### config.mk
export PLATFORM = sky130hd
export DESIGN_NAME = sccb_master
export DESIGN_NICKNAME = d
export VERILOG_FILES = /design/src/rtl/sccb_master_pkg.sv /design/src/rtl/sccb_tick_gen.sv /design/src/rtl/sccb_master.sv
export SDC_FILE = /design/constraint.sdc
export NUM_CORES = 1
export LEC_CHECK = 0
export ABC_AREA = 1
export CELL_PAD_IN_SITES_DETAIL_PLACEMENT = 1
export CELL_PAD_IN_SITES_GLOBAL_PLACEMENT = 1
export CORE_MARGIN = 2
export CORE_UTILIZATION = 30
export CTS_CLUSTER_DIAMETER = 60
export DETAILED_ROUTE_END_ITERATION = 10
export GPL_ROUTABILITY_DRIVEN = 0
export PLACE_DENSITY = 0.77
export SYNTH_ARGS = -nofsm -noshare
export SYNTH_HDL_FRONTEND = slang
export SYNTH_SLANG_ARGS = --single-unit
### constraint.sdc
create_clock -name config_clk -period 2.2 [get_ports config_clk]
set_clock_uncertainty 0.2 [all_clocks]
set_input_delay 0.33 -clock config_clk [delete_from_list [all_inputs] [get_ports config_clk]]
set_output_delay 0.33 -clock config_clk [all_outputs]
set_load 0.02 [all_outputs]
### src/rtl/sccb_master_pkg.sv
// Shared SCCB command/response codes, FSM encoding and latched-command record.
package sccb_master_pkg;
  localparam logic [2:0] MCMD_IDLE  = 3'b000;
  localparam logic [2:0] MCMD_WR    = 3'b001;
  localparam logic [2:0] MCMD_RD    = 3'b010;
  localparam logic [1:0] SRESP_NULL = 2'b00;
  localparam logic [1:0] SRESP_DVA  = 2'b01;
  localparam logic [1:0] SRESP_ERR  = 2'b11;

  typedef enum logic [2:0] {
    ST_IDLE, ST_START, ST_BYTE, ST_XBIT, ST_STOP, ST_GAP, ST_RESP
  } state_t;

  typedef enum logic [1:0] {PH_ID = 2'd0, PH_ADDR = 2'd1, PH_DATA = 2'd2} phase_t;

  typedef struct packed {
    logic       rd;
    logic [6:0] id;
    logic [7:0] reg_addr;
    logic [7:0] wdata;
    logic [7:0] div;
  } cmd_t;
endpackage

### src/rtl/sccb_tick_gen.sv
// Quarter-bit prescaler: one tick every max(div,1)+1 clocks, restartable.
module sccb_tick_gen (
  input  logic       clk,
  input  logic       rst,
  input  logic [7:0] div,
  input  logic       restart,
  output logic       tick
);
  logic [7:0] cnt, lim;

  assign lim  = (div == 8'd0) ? 8'd1 : div;
  assign tick = (cnt == lim);

  always_ff @(posedge clk or posedge rst)
    if (rst)                  cnt <= '0;
    else if (restart || tick) cnt <= '0;
    else                      cnt <= cnt + 8'd1;
endmodule

### src/rtl/sccb_master.sv
// SCCB (3-phase write / 2-phase write + 2-phase read) master with open-drain data.
module sccb_master
  import sccb_master_pkg::*;
(
  input  logic        config_clk,
  input  logic        config_reset,
  input  logic [7:0]  sccb_div,
  input  logic [2:0]  mcmd,
  input  logic [14:0] maddr,
  input  logic [7:0]  mdata,
  output logic        scmdaccept,
  output logic [1:0]  sresp,
  output logic [7:0]  sdata,
  output logic        sio_c,
  output logic        sio_d_o,
  output logic        sio_d_oe,
  input  logic        sio_d_i
);
  state_t     state, state_n;
  phase_t     phase, phase_n;
  logic [1:0] q, q_n;
  logic [2:0] bitcnt, bitcnt_n;
  logic [7:0] shreg, shreg_n, tx_byte;
  logic       rd2, rd2_n, c_n, oe_n, err, err_n, rdy, tick, rx, last;
  cmd_t       cmd;

  sccb_tick_gen u_tick (
    .clk(config_clk), .rst(config_reset), .div(cmd.div), .restart(scmdaccept), .tick(tick)
  );

  // rdy keeps the first post-reset cycle from accepting a command.
  assign scmdaccept = (state == ST_IDLE) && rdy && (mcmd != MCMD_IDLE);
  assign sresp      = (state == ST_RESP) ? (err ? SRESP_ERR : SRESP_DVA) : SRESP_NULL;
  assign sio_d_o    = 1'b0;  // open drain: only ever pulls low

  assign rx   = rd2 && (phase == PH_DATA);
  assign last = (phase == PH_DATA) || (cmd.rd && !rd2 && (phase == PH_ADDR));

  always_comb begin
    tx_byte = cmd.wdata;
    if (phase == PH_ID)        tx_byte = {cmd.id, rd2};
    else if (phase == PH_ADDR) tx_byte = cmd.reg_addr;
  end

  always_comb begin
    state_n = state; q_n = q; bitcnt_n = bitcnt; phase_n = phase; rd2_n = rd2;
    c_n = sio_c; oe_n = sio_d_oe; shreg_n = shreg; err_n = err;
    unique case (state)
      ST_IDLE: if (scmdaccept) begin
        q_n = 2'd0; bitcnt_n = 3'd7; phase_n = PH_ID; rd2_n = 1'b0;
        err_n   = (mcmd != MCMD_WR) && (mcmd != MCMD_RD);
        state_n = err_n ? ST_RESP : ST_START;
      end
      ST_START: if (tick) begin
        oe_n = 1'b1; state_n = ST_BYTE;
      end
      ST_BYTE, ST_XBIT: if (tick) begin
        q_n = q + 2'd1;
        case (q)
          2'd0: begin
            c_n  = 1'b0;
            oe_n = (state == ST_BYTE) && !rx && !tx_byte[bitcnt];
          end
          2'd2: begin
            c_n = 1'b1;
            if (state == ST_BYTE && rx) shreg_n = {shreg[6:0], sio_d_i};
          end
          2'd3: if (state == ST_BYTE) begin
            bitcnt_n = bitcnt - 3'd1;
            if (bitcnt == 3'd0) state_n = ST_XBIT;
          end else if (last) begin
            state_n = ST_STOP;
          end else begin
            state_n = ST_BYTE;
            phase_n = (rd2 && phase == PH_ID) ? PH_DATA : phase_t'(phase + 2'd1);
          end
          default: ;
        endcase
      end
      ST_STOP: if (tick) begin
        q_n = q + 2'd1;
        case (q)
          2'd0: begin c_n = 1'b0; oe_n = 1'b1; end
          2'd2: c_n = 1'b1;
          2'd3: begin
            oe_n = 1'b0;
            if (cmd.rd && !rd2) begin
              rd2_n = 1'b1; phase_n = PH_ID; state_n = ST_GAP;
            end else state_n = ST_RESP;
          end
          default: ;
        endcase
      end
      // Three idle quarters here plus START's lead-in quarter give four bus-free quarters.
      ST_GAP: if (tick) begin
        q_n = q + 2'd1;
        if (q == 2'd2) begin q_n = 2'd0; state_n = ST_START; end
      end
      ST_RESP: state_n = ST_IDLE;
      default: state_n = ST_IDLE;
    endcase
  end

  always_ff @(posedge config_clk or posedge config_reset)
    if (config_reset) begin
      state <= ST_IDLE; q <= '0; bitcnt <= '0; phase <= PH_ID; rd2 <= 1'b0;
      sio_c <= 1'b1; sio_d_oe <= 1'b0; shreg <= '0; err <= 1'b0; rdy <= 1'b0;
    end else begin
      state <= state_n; q <= q_n; bitcnt <= bitcnt_n; phase <= phase_n; rd2 <= rd2_n;
      sio_c <= c_n; sio_d_oe <= oe_n; shreg <= shreg_n; err <= err_n; rdy <= 1'b1;
    end

  always_ff @(posedge config_clk or posedge config_reset)
    if (config_reset) begin
      cmd   <= '0;
      sdata <= '0;
    end else begin
      if (scmdaccept)
        cmd <= {(mcmd == MCMD_RD), maddr[14:8], maddr[7:0], mdata, sccb_div};
      if (state == ST_STOP && tick && q == 2'd3 && rd2)
        sdata <= shreg;
    end
endmodule
* Word level (Yosys, flattened, before mapping)
Index checks and enable logic that the tools add are counted.
** Cells by class
- Equal/unequal tests :: 30
- Muxes and demuxes :: 53
- Add/sub/neg operators :: 4
- Magnitude comparators :: 1
- Reductions and logical operators :: 41
** Operators by type and width (number)
- 2-to-1 mux 3 bit :: 16
- 2-to-1 mux 8 bit :: 4
- 2-to-1 mux 2 bit :: 15
- != test 2 bit, second input constant :: 11
- AND reduction 9 bit :: 2
- one-hot mux 3 bit (5 select lines) :: 1
- logical AND 1 bit :: 13
- one-hot mux 2 bit (3 select lines) :: 2
- nonzero test 3 bit :: 4
- AND reduction 5 bit :: 2
- == test 3 x 2 -> 1 bit, second input constant :: 3
- == test 3 bit, second input constant :: 3
- 2-to-1 mux 1 bit :: 9
- adder 8 x 1 -> 8 bit, second input constant :: 1
- == test 8 bit :: 1
- logical NOT 8 bit :: 1
- AND reduction 4 bit :: 2
- == test 2 bit, second input constant :: 3
- logical NOT 3 bit :: 2
- != test 2 x 1 -> 1 bit, second input constant :: 3
- != test 3 x 1 -> 1 bit, second input constant :: 2
- one-hot mux 1 bit (2 select lines) :: 3
- one-hot mux 3 bit (2 select lines) :: 1
- AND reduction 6 bit :: 1
- other kinds (17) :: 24
** Storage, ports and cells
- Register bits :: 71
- Output and inout bits :: 14
- Bits of input ports :: 37
- Word-level logic and storage cells :: 146

* Depth between registers and ports, before layout
- Depth after elaboration :: 10
- Gate-level depth with buffers :: 14
- Mapped depth without buffers :: 13

* By module
Synthesis repeated with hierarchy kept, for this count alone.
** Unflattened totals
- Cell total of the unflattened synthesis :: 470
- Area total of the unflattened synthesis :: 3823.7 sq um
** By module, submodules not included
- sccb_master :: times used 1, cells an instance 390, area an instance 3279.4 sq um, seq. area each 1577.8 sq um
- sccb_tick_gen :: times used 1, cells an instance 80, area an instance 544.3 sq um, seq. area each 200.2 sq um

* Worst setup path after synthesis
OpenSTA, ideal clock, no wires.
- Path type :: register to register
- Start :: register phase[1]
- End :: register phase[0]
- Arrival time :: 1502 ps
- Path buffers :: 1
- Stages on the path, launching flop included :: 12
- Setup time :: 116 ps
- Setup slack :: 381 ps
- Cell sequence :: dfrtp_1 -> inv_1 -> ha_1 -> buf_2 -> inv_1 -> o21bai_1 -> inv_1 -> a21oi_1 -> nor3_1 -> nand2_1 -> nand2_1 -> nand2_1
** Between the ends
- Word-level cells in the longest chain between the ends :: 8
- Elaborated cells between the ends (all ways) :: 14
- Classes of those cells :: 3 x eq/ne; 6 x mux; 5 x reduce/logical
** RTL lines
- from (decl) :: RTL line sccb_master.sv:20 : phase_t phase, phase_n;
- from (signal assigned) :: RTL line sccb_master.sv:109 : state <= state_n; q <= q_n; bitcnt <= bitcnt_n; phase <= phase_n; rd2 <= rd2_n;
- logical NOT 2 bit :: RTL line sccb_master.sv:75 : phase_n = (rd2 && phase == PH_ID) ? PH_DATA : phase_t'(phase + 2'd1);
- logical AND 1 bit :: RTL line sccb_master.sv:75
- 2-to-1 mux 2 bit :: RTL line sccb_master.sv:75
- 2-to-1 mux 2 bit :: RTL line sccb_master.sv:71 : end else if (last) begin
- 2-to-1 mux 2 bit :: RTL line sccb_master.sv:68 : 2'd3: if (state == ST_BYTE) begin
- 2-to-1 mux 2 bit :: RTL line sccb_master.sv:59 : case (q)
- 2-to-1 mux 2 bit :: RTL line sccb_master.sv:57 : ST_BYTE, ST_XBIT: if (tick) begin
- one-hot mux 2 bit (3 select lines) :: RTL line sccb_master.sv:48 : unique case (state)
Parallel ways exist; a longest one is shown, timed or not. The select of a mux whose other input is x is not followed.
A chain may end at the register's enable or synchronous reset.

* Worst setup path in the final report
- Start :: input mcmd[1]
- End :: output scmdaccept
** Between the ends
- Word-level cells in the longest chain between the ends :: 2
** RTL lines
- from (decl) :: RTL line sccb_master.sv:8 : input logic [2:0] mcmd,
- nonzero test 3 bit :: RTL line sccb_master.sv:32 : assign scmdaccept = (state == ST_IDLE) && rdy && (mcmd != MCMD_IDLE);
- logical AND 1 bit :: RTL line sccb_master.sv:32
- to (decl) :: RTL line sccb_master.sv:11 : output logic scmdaccept,
Every way passes these cells.

==> results.py <==
metrics = {
    "timing": {
        "rsz0062_at_grt": "false",
        "worst_slack_ps": 96.4,
        "period_share_pct": 95.6,
        "hold_viol_final": 0,
        "fmax_ghz": 0.475,
        "finalSetupViolations": 0,
        "min_period_ps": 2100,
        "final.setup.tns_ps": 0,
        "fin_hold_ws_ps": 240,
        "drv_slew": 0,
    },
    "global_route": {
        "grt_util_all_layers_pct": 16.0,
        "grt_overflow": 0,
        "grt_pass1_wl_um": 17000,
        "grt_pass1_vias": 3692,
        "grt_max_degree": 72,
        "antenna_found_initial": 0,
    },
    "worst_setup_path": {
        "r2r_setup_slack_ps": 190,
        "cp_max_fo": 2,
        "worstSetupPathType": "in -> out",
        "end_kind": "primary output",
        "cp.arrival_ps": 1570,
        "crit_required_ps": 1670,
        "slowest_delay_ps": 490,
        "reg2reg_to": "phase[0]$_DFFE_PP0P_",
        "cp_cell_sequence": "clkdlybuf4s50_1, inv_1, nand3_1, nand2_1, nor2_4, dlygate4sd2_1",
        "slowest_stage": "clkdlybuf4s50_1",
        "critPathLaunchType": "input port",
        "r2r_cells": 13,
        "reg2reg_from": "u_tick.cnt[6]$_DFF_PP0_",
    },
    "placed_design": {
        "placed_area_um2": 4530,
        "place.port_buffers": 49,
        "dp.final_hpwl_um": 7260,
        "place_ws_ps": -178,
        "dp.cells": 725,
    },
    "synthesis": {
        "yosys-top-cells-count": "nand2_1, dfrtp_1, inv_1, nand3_1, nor2_1",
        "synth_nets": 550,
        "yosysSeqAreaShare_pct": 47.0,
        "synth.distinct_cells": 38,
        "syn_area_per_cell_um2": 7.53,
        "synth_top_area_cell": "dfrtp_1",
        "synthCells": 502,
        "synth_edf_count": 0,
        "ys_top_cells_by_area": "dfrtp_1, nand2_1, nand3_1",
        "async_reset_ff_share_pct": 100,
        "synth_ff_type": "dfrtp_1",
        "yosys_warnings": 0,
        "synth_top_area_share_pct": 46.3,
        "synth.most_common_cell": "nand2_1",
        "synth-seq-cells": 71,
        "syn-cell-area_um2": 3780,
    },
    "cells_and_area": {
        "final_area_um2": 4840,
        "syn_to_final_growth_pct": 28.0,
        "utilization_pct": 38.8,
        "num-nets-final": 612,
        "drive_gt1_share_pct": 11.6,
        "finalNonFillerCells": 741,
        "num_antenna_cells": 0,
    },
    "drt": {
        "via_per_inst": 4.55,
        "drcViolationCount": 0,
        "drt-initial-drc-count": 101,
        "antenna_left": 0,
        "drt_wl_total_um": 9870,
        "firstDrtPassIters": 4,
        "wl_per_cell_um": 13.3,
        "num_vias": 3368,
    },
    "clocking": {
        "cts_root_buf": "clkbuf_16",
        "clock_path_buffers": 2,
        "cts_setup_buffers": 0,
        "cts.sinks": 71,
        "clkLatencyLatePin_ps": 340,
        "htree_levels": 3,
        "cts_tree": "yes",
        "numCtsBuffers": 9,
        "path_clk_slew_ps": 60,
        "cts_hold_buf": 0,
    },
    "floorplanning": {
        "io_pins": 51,
        "die_x_um": 116,
        "core_area_um2": 12500,
        "dieArea_um2": 13500,
        "initial_core_util_pct": 30.3,
        "rows": 41,
        "die_y_um": 116,
    },
    "pwr": {
        "power_mw": 6.21,
        "ir_drop_mv": 0.368,
        "p_leak_nw": 2.42,
        "p_per_area_nw_per_um2": 1280,
    },
    "hold_path": {
        "hold_class": "in -> async",
    },
    "run_status": {
        "outcome": "completed",
    },
    "run": {
        "drv_cap": 0,
    },
}
-- critical path: cells and delay by family --
| family | cells | cell delay (ps) |
|---|---|---|
| buffers and inverters | 3 | 900 |
| AND/OR/NAND/NOR | 3 | 330 |
-- layout by cell type, fill, tap and decap left out, types with 2 or more instances in the layout --
| cell | synthesis | routed |
|---|---|---|
| nand3_2 | 2 | 2 |
| xnor2_1 | 2 | 2 |
| nor2_2 | 5 | 8 |
| clkdlybuf4s50_1 | 0 | 46 |
| nor3_2 | 1 | 2 |
| inv_6 | 0 | 2 |
| nor3_1 | 4 | 3 |
| nand2_2 | 3 | 4 |
| a21oi_1 | 16 | 16 |
| nor3b_1 | 2 | 2 |
| nor2_1 | 32 | 29 |
| xor2_1 | 2 | 2 |
| o21ai_0 | 21 | 21 |
| inv_1 | 42 | 40 |
| ha_1 | 11 | 11 |
| dlygate4sd2_1 | 0 | 3 |
| nand3_1 | 33 | 33 |
| inv_2 | 8 | 8 |
| clkbuf_16 | 0 | 9 |
| clkinvlp_4 | 0 | 3 |
| o21bai_1 | 2 | 2 |
| clkinv_1 | 2 | 2 |
| buf_4 | 1 | 11 |
| nor2_4 | 5 | 5 |
| nand2_1 | 214 | 213 |
| conb_1 | 2 | 2 |
| dfrtp_1 | 70 | 69 |
| clkinv_2 | 0 | 2 |
-- power breakdown --
group	internal, mW	leakage [nW]	switching [mW]
sequential	1.74	0.897	0.350
clock	0.799	0.139	0.595
combinational	0.998	1.38	1.73
total	3.54	2.42	2.67
-- cell type report --
class                      count  area [µm²]
multi-input combinational    369        1770
tap                          172         215
clock inverter                 6        43.8
clock buffer                  10         239
timing repair buffer          61         589
inverter                      52         203
fill                        1528        7630
sequential                    71        1780
-- how the worst max path moves through the flow --
stage                                end  slack, ps                     from  cells past startpoint
floorplan           phase[0]$_DFFE_PP0P_        380     phase[1]$_DFFE_PP0P_                     11
finish                        scmdaccept        100                  mcmd[1]                      6
detailed placement            scmdaccept       -180                  mcmd[1]                      6
CTS                 sdata[1]$_DFFE_PP0P_         40  u_tick.cnt[6]$_DFF_PP0_                     11
global placement              scmdaccept       -150                  mcmd[0]                      6
global route            q[0]$_DFFE_PP0P_         20  u_tick.cnt[6]$_DFF_PP0_                     14
-- kinds of logic after synthesis --
group                      count (synthesis)  synth area share [%]
AOI/OAI and AO/OA                         46                  6.68
and+or+nand+nor                          306                  34.7
DFF                                       71                  47.0
other                                      2                 0.199
adders and majority gates                 11                  3.64
buffers and inverters                     62                  6.82
xor gates and xnor gates                   4                 0.927
-- sequential cells by signal, summed over array words and instances (netlist names) --
signal	cells
u_tick.cnt	8
err	1
q	2
cmd	32
sdata	8
sio_d_oe	1
rdy	1
bitcnt	3
state	3
rd2	1
shreg	8
sio_c	1
phase	2
-- routing by layer --
metal  wire length [µm]  GRT usage [%]
met1               4400           19.4
met2               5060           28.6
met3                298           3.27
met4                114           4.92
met5                  0              0
-- what timing repair did --
item / CTS / global route
endpoints found under the hold margin: 0 / 0
setup endpoints to repair: 3 / 19
resized for setup: 3 / 8
(Power assumes the default switching activity.)
